## config.mk

```make
export PLATFORM = sky130hd
export DESIGN_NAME = adc_line_packer_flat
export DESIGN_NICKNAME = d
export VERILOG_FILES = /design/src/rtl/adc_line_packer_if.sv /design/src/rtl/adc_line_packer.sv /design/src/flat_wrapper.sv
export SDC_FILE = /design/constraint.sdc
export NUM_CORES = 2
export LEC_CHECK = 0
export ABC_CLOCK_PERIOD_IN_PS = 14000
export CAP_MARGIN = 20
export CORE_ASPECT_RATIO = 0.8
export CORE_MARGIN = 2
export CORE_UTILIZATION = 25
export CTS_CLUSTER_DIAMETER = 30
export DETAILED_ROUTE_END_ITERATION = 8
export SYNTH_ARGS = -nofsm -noshare
export SYNTH_HDL_FRONTEND = slang
export SYNTH_SLANG_ARGS = --single-unit
```

## constraint.sdc

```tcl
create_clock -name clk -period 14 [get_ports clk]
set_input_delay 3.5 -clock clk [delete_from_list [all_inputs] [get_ports clk]]
set_output_delay 3.5 -clock clk [all_outputs]
set_load 0.01 [all_outputs]
```

## src/rtl/adc_line_packer_if.sv

```systemverilog
// rtl/adc_line_packer_if.sv - sample input and packed-line output bundle for adc_line_packer
interface adc_line_packer_if #(
    parameter int PORTS      = 32,
    parameter int DATA_WIDTH = 16
);
    logic [DATA_WIDTH-1:0]              S_DATA;
    logic                               S_VALID;
    logic                               S_SOL;
    logic [PORTS-1:0][DATA_WIDTH+4:0]   ODATA;
    logic                               ODAV;
    logic                               LINE_ERR;
    logic [15:0]                        LINE_CNT;

    modport master (
        output S_DATA, S_VALID, S_SOL,
        input  ODATA, ODAV, LINE_ERR, LINE_CNT
    );

    modport slave (
        input  S_DATA, S_VALID, S_SOL,
        output ODATA, ODAV, LINE_ERR, LINE_CNT
    );
endinterface

```

## src/rtl/adc_line_packer.sv

```systemverilog
// rtl/adc_line_packer.sv - packs one line of tagged ADC samples into a double-buffered wide word
module adc_line_packer #(
    parameter int PORTS      = 32,
    parameter int DATA_WIDTH = 16,
    parameter int TIMEOUT    = 255
) (
    input  logic               clk,
    input  logic               rst,
    adc_line_packer_if.slave   bus
);
    localparam int SW = DATA_WIDTH + 5;

    typedef enum logic {IDLE, FILL} state_t;

    state_t                   state_q, state_d;
    logic [5:0]               cnt_q, cnt_d;
    logic [7:0]               timer_q, timer_d;
    logic [PORTS-1:0][SW-1:0] fill_q, fill_d;
    logic [PORTS-1:0][SW-1:0] odata_q, odata_d;
    logic                     odav_q, odav_d;
    logic                     err_q, err_d;
    logic [15:0]              line_cnt_q, line_cnt_d;

    always_comb begin
        state_d    = state_q;
        cnt_d      = cnt_q;
        timer_d    = timer_q;
        fill_d     = fill_q;
        odata_d    = odata_q;
        odav_d     = 1'b0;
        err_d      = 1'b0;
        line_cnt_d = line_cnt_q;
        case (state_q)
            IDLE: begin
                if (bus.S_VALID && bus.S_SOL) begin
                    fill_d[0] = {5'd0, bus.S_DATA};
                    cnt_d     = 6'd1;
                    timer_d   = 8'd0;
                    state_d   = FILL;
                end
            end
            FILL: begin
                if (bus.S_VALID) begin
                    timer_d = 8'd0;
                    if (bus.S_SOL) begin
                        // Short line: drop what we have and restart on this sample
                        err_d     = 1'b1;
                        fill_d[0] = {5'd0, bus.S_DATA};
                        cnt_d     = 6'd1;
                    end else begin
                        fill_d[cnt_q[4:0]] = {cnt_q[4:0], bus.S_DATA};
                        if (cnt_q == 6'(PORTS - 1)) begin
                            // Publish including the sample written this cycle
                            odata_d    = fill_d;
                            odav_d     = 1'b1;
                            line_cnt_d = line_cnt_q + 16'd1;
                            cnt_d      = 6'd0;
                            state_d    = IDLE;
                        end else begin
                            cnt_d = cnt_q + 6'd1;
                        end
                    end
                end else if (timer_q == 8'(TIMEOUT - 1)) begin
                    err_d   = 1'b1;
                    cnt_d   = 6'd0;
                    timer_d = 8'd0;
                    state_d = IDLE;
                end else begin
                    timer_d = timer_q + 8'd1;
                end
            end
            default: begin
                state_d = IDLE;
                cnt_d   = 6'd0;
                timer_d = 8'd0;
            end
        endcase
    end

    always_ff @(posedge clk) begin
        if (rst) begin
            state_q    <= IDLE;
            cnt_q      <= 6'd0;
            timer_q    <= 8'd0;
            odata_q    <= '0;
            odav_q     <= 1'b0;
            err_q      <= 1'b0;
            line_cnt_q <= 16'd0;
        end else begin
            state_q    <= state_d;
            cnt_q      <= cnt_d;
            timer_q    <= timer_d;
            odata_q    <= odata_d;
            odav_q     <= odav_d;
            err_q      <= err_d;
            line_cnt_q <= line_cnt_d;
        end
    end

    // Stale slots never escape: every slot is rewritten in order before a publish
    always_ff @(posedge clk) begin
        fill_q <= fill_d;
    end

    assign bus.ODATA    = odata_q;
    assign bus.ODAV     = odav_q;
    assign bus.LINE_ERR = err_q;
    assign bus.LINE_CNT = line_cnt_q;
endmodule

```

## src/flat_wrapper.sv

```systemverilog
// flat-port wrapper written by rule: the top's interface ports become plain ports
module adc_line_packer_flat 
#(
    parameter int PORTS      = 32,
    parameter int DATA_WIDTH = 16,
    parameter int TIMEOUT    = 255
)
  (clk, rst, bus_S_DATA, bus_S_VALID, bus_S_SOL, bus_ODATA, bus_ODAV, bus_LINE_ERR, bus_LINE_CNT);
  adc_line_packer_if #(.PORTS(PORTS), .DATA_WIDTH(DATA_WIDTH)) bus_i ();
  input  logic clk;
  input  logic rst;
  input wire logic [$bits(bus_i.S_DATA)-1:0] bus_S_DATA;
  input wire logic [$bits(bus_i.S_VALID)-1:0] bus_S_VALID;
  input wire logic [$bits(bus_i.S_SOL)-1:0] bus_S_SOL;
  output wire logic [$bits(bus_i.ODATA)-1:0] bus_ODATA;
  output wire logic [$bits(bus_i.ODAV)-1:0] bus_ODAV;
  output wire logic [$bits(bus_i.LINE_ERR)-1:0] bus_LINE_ERR;
  output wire logic [$bits(bus_i.LINE_CNT)-1:0] bus_LINE_CNT;
  assign bus_i.S_DATA = bus_S_DATA;
  assign bus_i.S_VALID = bus_S_VALID;
  assign bus_i.S_SOL = bus_S_SOL;
  assign bus_ODATA = bus_i.ODATA;
  assign bus_ODAV = bus_i.ODAV;
  assign bus_LINE_ERR = bus_i.LINE_ERR;
  assign bus_LINE_CNT = bus_i.LINE_CNT;
  adc_line_packer #(.PORTS(PORTS), .DATA_WIDTH(DATA_WIDTH), .TIMEOUT(TIMEOUT)) u_core (.clk(clk), .rst(rst), .bus(bus_i));
endmodule
```

==> results.txt <==
- The critical path is of the input port to flop type.
- The clock reaches the later pin of the worst-skew pair after 0.93 ns.
- Once the floorplan was initialized, standard cells occupied 25.2% of the core.
* Detail Placement HPWL: 102000 µm
- The die is 518 µm wide.
- For this run the aggregate overflow at the end of global routing stands at 0.
- Top-level I/O count: 710
- Gate Count Post-Synth: 4595
- Cell Area, Synth: 52800 µm²
- In the global route stage, overall resource usage came out at 15.6%.
* Status: complete, no violations
- Root buffer selected by CTS: sky130_fd_sc_hd__clkbuf_16
* Element type at the critical path end: flop
- The final critical path takes up 48.4% of the cycle.
- The worst path needs 6.78 ns of the cycle, external delays included.
- Pin count of the biggest net entering global routing: 161
* Most used flip-flop cell after synthesis: sky130_fd_sc_hd__dfxtp_1
- Routability-driven placement finished with a final weighted congestion of 0.774.
- The clock tree synthesis step divided the H-tree into 5 levels.
* Cells on worst reg2reg path: 8
* Proportion of synthesized chip area in sequential cells: 64.8%
- Number of buffers inserted by hold repair at cts: 0
- Longest Clk Path Bufs: 4
- The first global-routing pass estimated 253000 µm of wire.
- In the final design database the tool counted 5337 nets.
- Sink of the worst hold path: u_core.bus.ODATA[18]
- Summed negative setup slack over all endpoints: 0 ns
- Mean instance size in the synthesized netlist: 11.5 µm²
- The number of hold violations in the final report came to 0.
* Achievable Freq: 0.147 GHz
- The floorplan step set the die height to 415 µm.
- The top cell type by area accounts for 38.1% of the synthesized area.
* Core utilization of the finished layout: 34.8%
- Routed vias: 38200
- In the routed design, unresolved DRC markers number 0.
- After detailed routing, the number of vias per cell comes to 4.56.
* Clock slew at reported path FFs: 0.05 ns
- In this run the static leakage power is 23.6 nW.
* Hold WS: 0.451 ns
- After detailed routing, the average wire length per cell comes to 21.0 µm.
- Number of synthesized register bits: 1374
- Peak supply drop: 0.115 mV
- Headroom to the max-slew limit came out at 26.7%.
* Die Outline Area: 215000 µm²
- Maximum fanout encountered on the critical timing path: 92
- The max-slew violation count came to 0.
- For this run, asynchronously set or reset flops after synthesis account for 0%.
- Setup violations, final: 0
- After synthesis, the netlist uses 50 different library cells.
- Design area: 72700 µm²
- Data required time at the worst endpoint: 14.79 ns
- Post-detailed-routing wire length: 176000 µm
- The number of gates resized after CTS was 0.
- Number of enable-type register cells in the synthesized netlist: 669
- After clock tree synthesis, the setup repair step added 0 buffers.
- Syn Nets: 4622
- Arrival time of the worst setup path: 7.57 ns
- The count of buffers added on input and output ports is 709.
- Yosys attributes the largest share of cell area to sky130_fd_sc_hd__edfxtp_1 (38%), sky130_fd_sc_hd__dfxtp_1 (27%), sky130_fd_sc_hd__mux2_2 (11%).
- The core region is 209000 µm².
* Cell area after placement: 62300 µm²
- The clock arrives with 0.0909 ns of skew.
- Via count of the first global-routing pass: 37600
* Number of placement rows: 150
* Synthesis Warnings: 0
- Across all register-to-register paths, the minimum setup slack is 8.82 ns.
- Reg-to-reg critical path startpoint: u_core.cnt_q[1]
* Worst reg2reg path endpoint: u_core.bus.ODATA[383]
- The worst hold path was traced through 2 stages.
- Classification of the worst-slack hold path: flop to flop
- Measured slew at the worst slew-check pin: 1.10 ns
* Hold path startpoint: u_core.bus.ODATA[18]
- Antenna-violating nets left: 0
- Number of detailed-route iterations in the first pass: 5
* Drt initial violations: 3176
- Worst setup SP type: input port
- Synth-to-Final Area Change: 37.9%
- Inserted Clock Buffers: 302
- Fraction of final layout cells sized beyond drive strength 1: 19.9%
- Summed over all instances, the cell type with the most area after synthesis is sky130_fd_sc_hd__edfxtp_1.
- TritonCTS clock tree: done
- Total power: 11.6 mW
- The initial antenna violation count was 16.
* Max capacitance violation total: 0
* Setup repair after global routing missed its margin: no
- Power spread over the standard cell area amounts to 160 nW/µm².
* # clock sinks: 1374
## Yosys cell counts, types with 8 or more instances
cell,count
sky130_fd_sc_hd__clkbuf_1,176
sky130_fd_sc_hd__mux2_1,80
sky130_fd_sc_hd__or3_1,8
sky130_fd_sc_hd__mux2i_1,38
sky130_fd_sc_hd__a21oi_1,79
sky130_fd_sc_hd__nor2b_1,34
sky130_fd_sc_hd__and2_1,17
sky130_fd_sc_hd__a211oi_1,22
sky130_fd_sc_hd__nand2_1,124
sky130_fd_sc_hd__buf_2,132
sky130_fd_sc_hd__nor2_1,1207
sky130_fd_sc_hd__nor3_1,578
sky130_fd_sc_hd__nand4b_1,12
sky130_fd_sc_hd__edfxtp_1,669
sky130_fd_sc_hd__nand2b_1,35
sky130_fd_sc_hd__and4bb_2,12
sky130_fd_sc_hd__mux2_2,494
sky130_fd_sc_hd__o21ai_0,13
sky130_fd_sc_hd__dfxtp_1,705
sky130_fd_sc_hd__buf_1,38
sky130_fd_sc_hd__nand3_1,12
sky130_fd_sc_hd__or2_2,12
sky130_fd_sc_hd__buf_4,18
sky130_fd_sc_hd__nand4_1,15
## critical path: stages
cell and delay, ns:
sky130_fd_sc_hd__clkdlybuf4s50_1 0.64, sky130_fd_sc_hd__and4b_1 0.41, sky130_fd_sc_hd__and2_4 0.85, sky130_fd_sc_hd__buf_4 0.75, sky130_fd_sc_hd__buf_4 0.91, sky130_fd_sc_hd__nor2_1 0.10
sky130_fd_sc_hd__nor3_1 0.23
## stage by stage
stage | worst slack [ns] | instances
floorplan | 2.13 | 4595
finish | 7.22 | 8364
detailed placement | 6.31 | 7817
global route | 6.98 | 8357
global placement | 6.40 | 7817
CTS | 7.26 | 8355
## worst max-delay path by stage
stage,start,to,slack [ns],cells after the start
2_1_floorplan,bus_S_VALID,u_core.cnt_q[1],2.13,5
3_3_place_gp,bus_S_VALID,u_core.bus.ODATA[233],6.40,7
3_5_place_dp,bus_S_VALID,u_core.bus.ODATA[395],6.31,7
4_1_cts,bus_S_VALID,u_core.bus.ODATA[395],7.26,7
5_1_grt,bus_S_VALID,u_core.bus.ODATA[197],6.98,7
6_report,bus_S_VALID,u_core.bus.ODATA[383],7.22,7
## kinds of logic after synthesis
group | after synthesis | synth area share [%]
XOR/XNOR | 2 | 0.0332
adder cells (fa/ha/maj) | 7 | 0.166
flip-flops | 1374 | 64.8
AO/OA/AOI/OAI | 135 | 1.49
buffers and inverters | 373 | 3.11
multiplexers | 612 | 13.0
AND/OR/NAND/NOR | 2092 | 17.4
## final cells by class
class                           count  area [µm²]
Fill cell                       20400      137000
Sequential cell                  1374       34200
Multi-Input combinational cell   2848       17000
Clock buffer                      375        8240
Timing Repair Buffer              776        7610
Tap cell                         2812        3520
Clock inverter                    163        2140
Inverter                            8        37.5
Antenna cell                        8        20.0
## placed cells by master, fill, tap and decap left out, types with 15 or more instances in the layout
cell type and count:
sky130_fd_sc_hd__a21oi_1 79, sky130_fd_sc_hd__clkbuf_16 308, sky130_fd_sc_hd__nor2b_1 34, sky130_fd_sc_hd__clkinvlp_4 31
sky130_fd_sc_hd__buf_2 15, sky130_fd_sc_hd__mux2_2 494, sky130_fd_sc_hd__nand2b_1 35, sky130_fd_sc_hd__a211oi_1 22
sky130_fd_sc_hd__and2_1 16, sky130_fd_sc_hd__mux2i_1 38, sky130_fd_sc_hd__mux2_1 80, sky130_fd_sc_hd__nor3_1 578
sky130_fd_sc_hd__clkdlybuf4s50_1 692, sky130_fd_sc_hd__clkbuf_1 39, sky130_fd_sc_hd__clkinv_2 45, sky130_fd_sc_hd__buf_4 62
sky130_fd_sc_hd__clkbuf_8 28, sky130_fd_sc_hd__bufinv_16 43, sky130_fd_sc_hd__edfxtp_1 669, sky130_fd_sc_hd__nor2_1 1207
sky130_fd_sc_hd__dfxtp_1 700, sky130_fd_sc_hd__nand4_1 15, sky130_fd_sc_hd__nand2_1 124
## metal layers
metal	wire length [µm]	track usage [%]	part of all wire, %
met4	6500	6.55	3.7
met3	12100	3.66	6.9
met5	0	0	0
met2	83300	25.4	47
met1	73700	19.9	42
## flip-flops by register name, indices dropped and copies added (netlist names)
signal	flops
u_core.timer_q	8
u_core.cnt_q	6
u_core.fill_q	669
u_core.bus.LINE_ERR	1
u_core.state_q	1
u_core.bus.LINE_CNT	16
u_core.bus.ODATA	672
u_core.bus.ODAV	1
## where the power goes
group | leakage, nW | total (mW) | internal [mW] | switching [mW]
combinational | 7.41 | 0.183 | 0.0358 | 0.147
clock | 5.01 | 7.20 | 4.95 | 2.25
sequential | 11.2 | 4.25 | 4.23 | 0.0131
(Power assumes the default switching activity.)
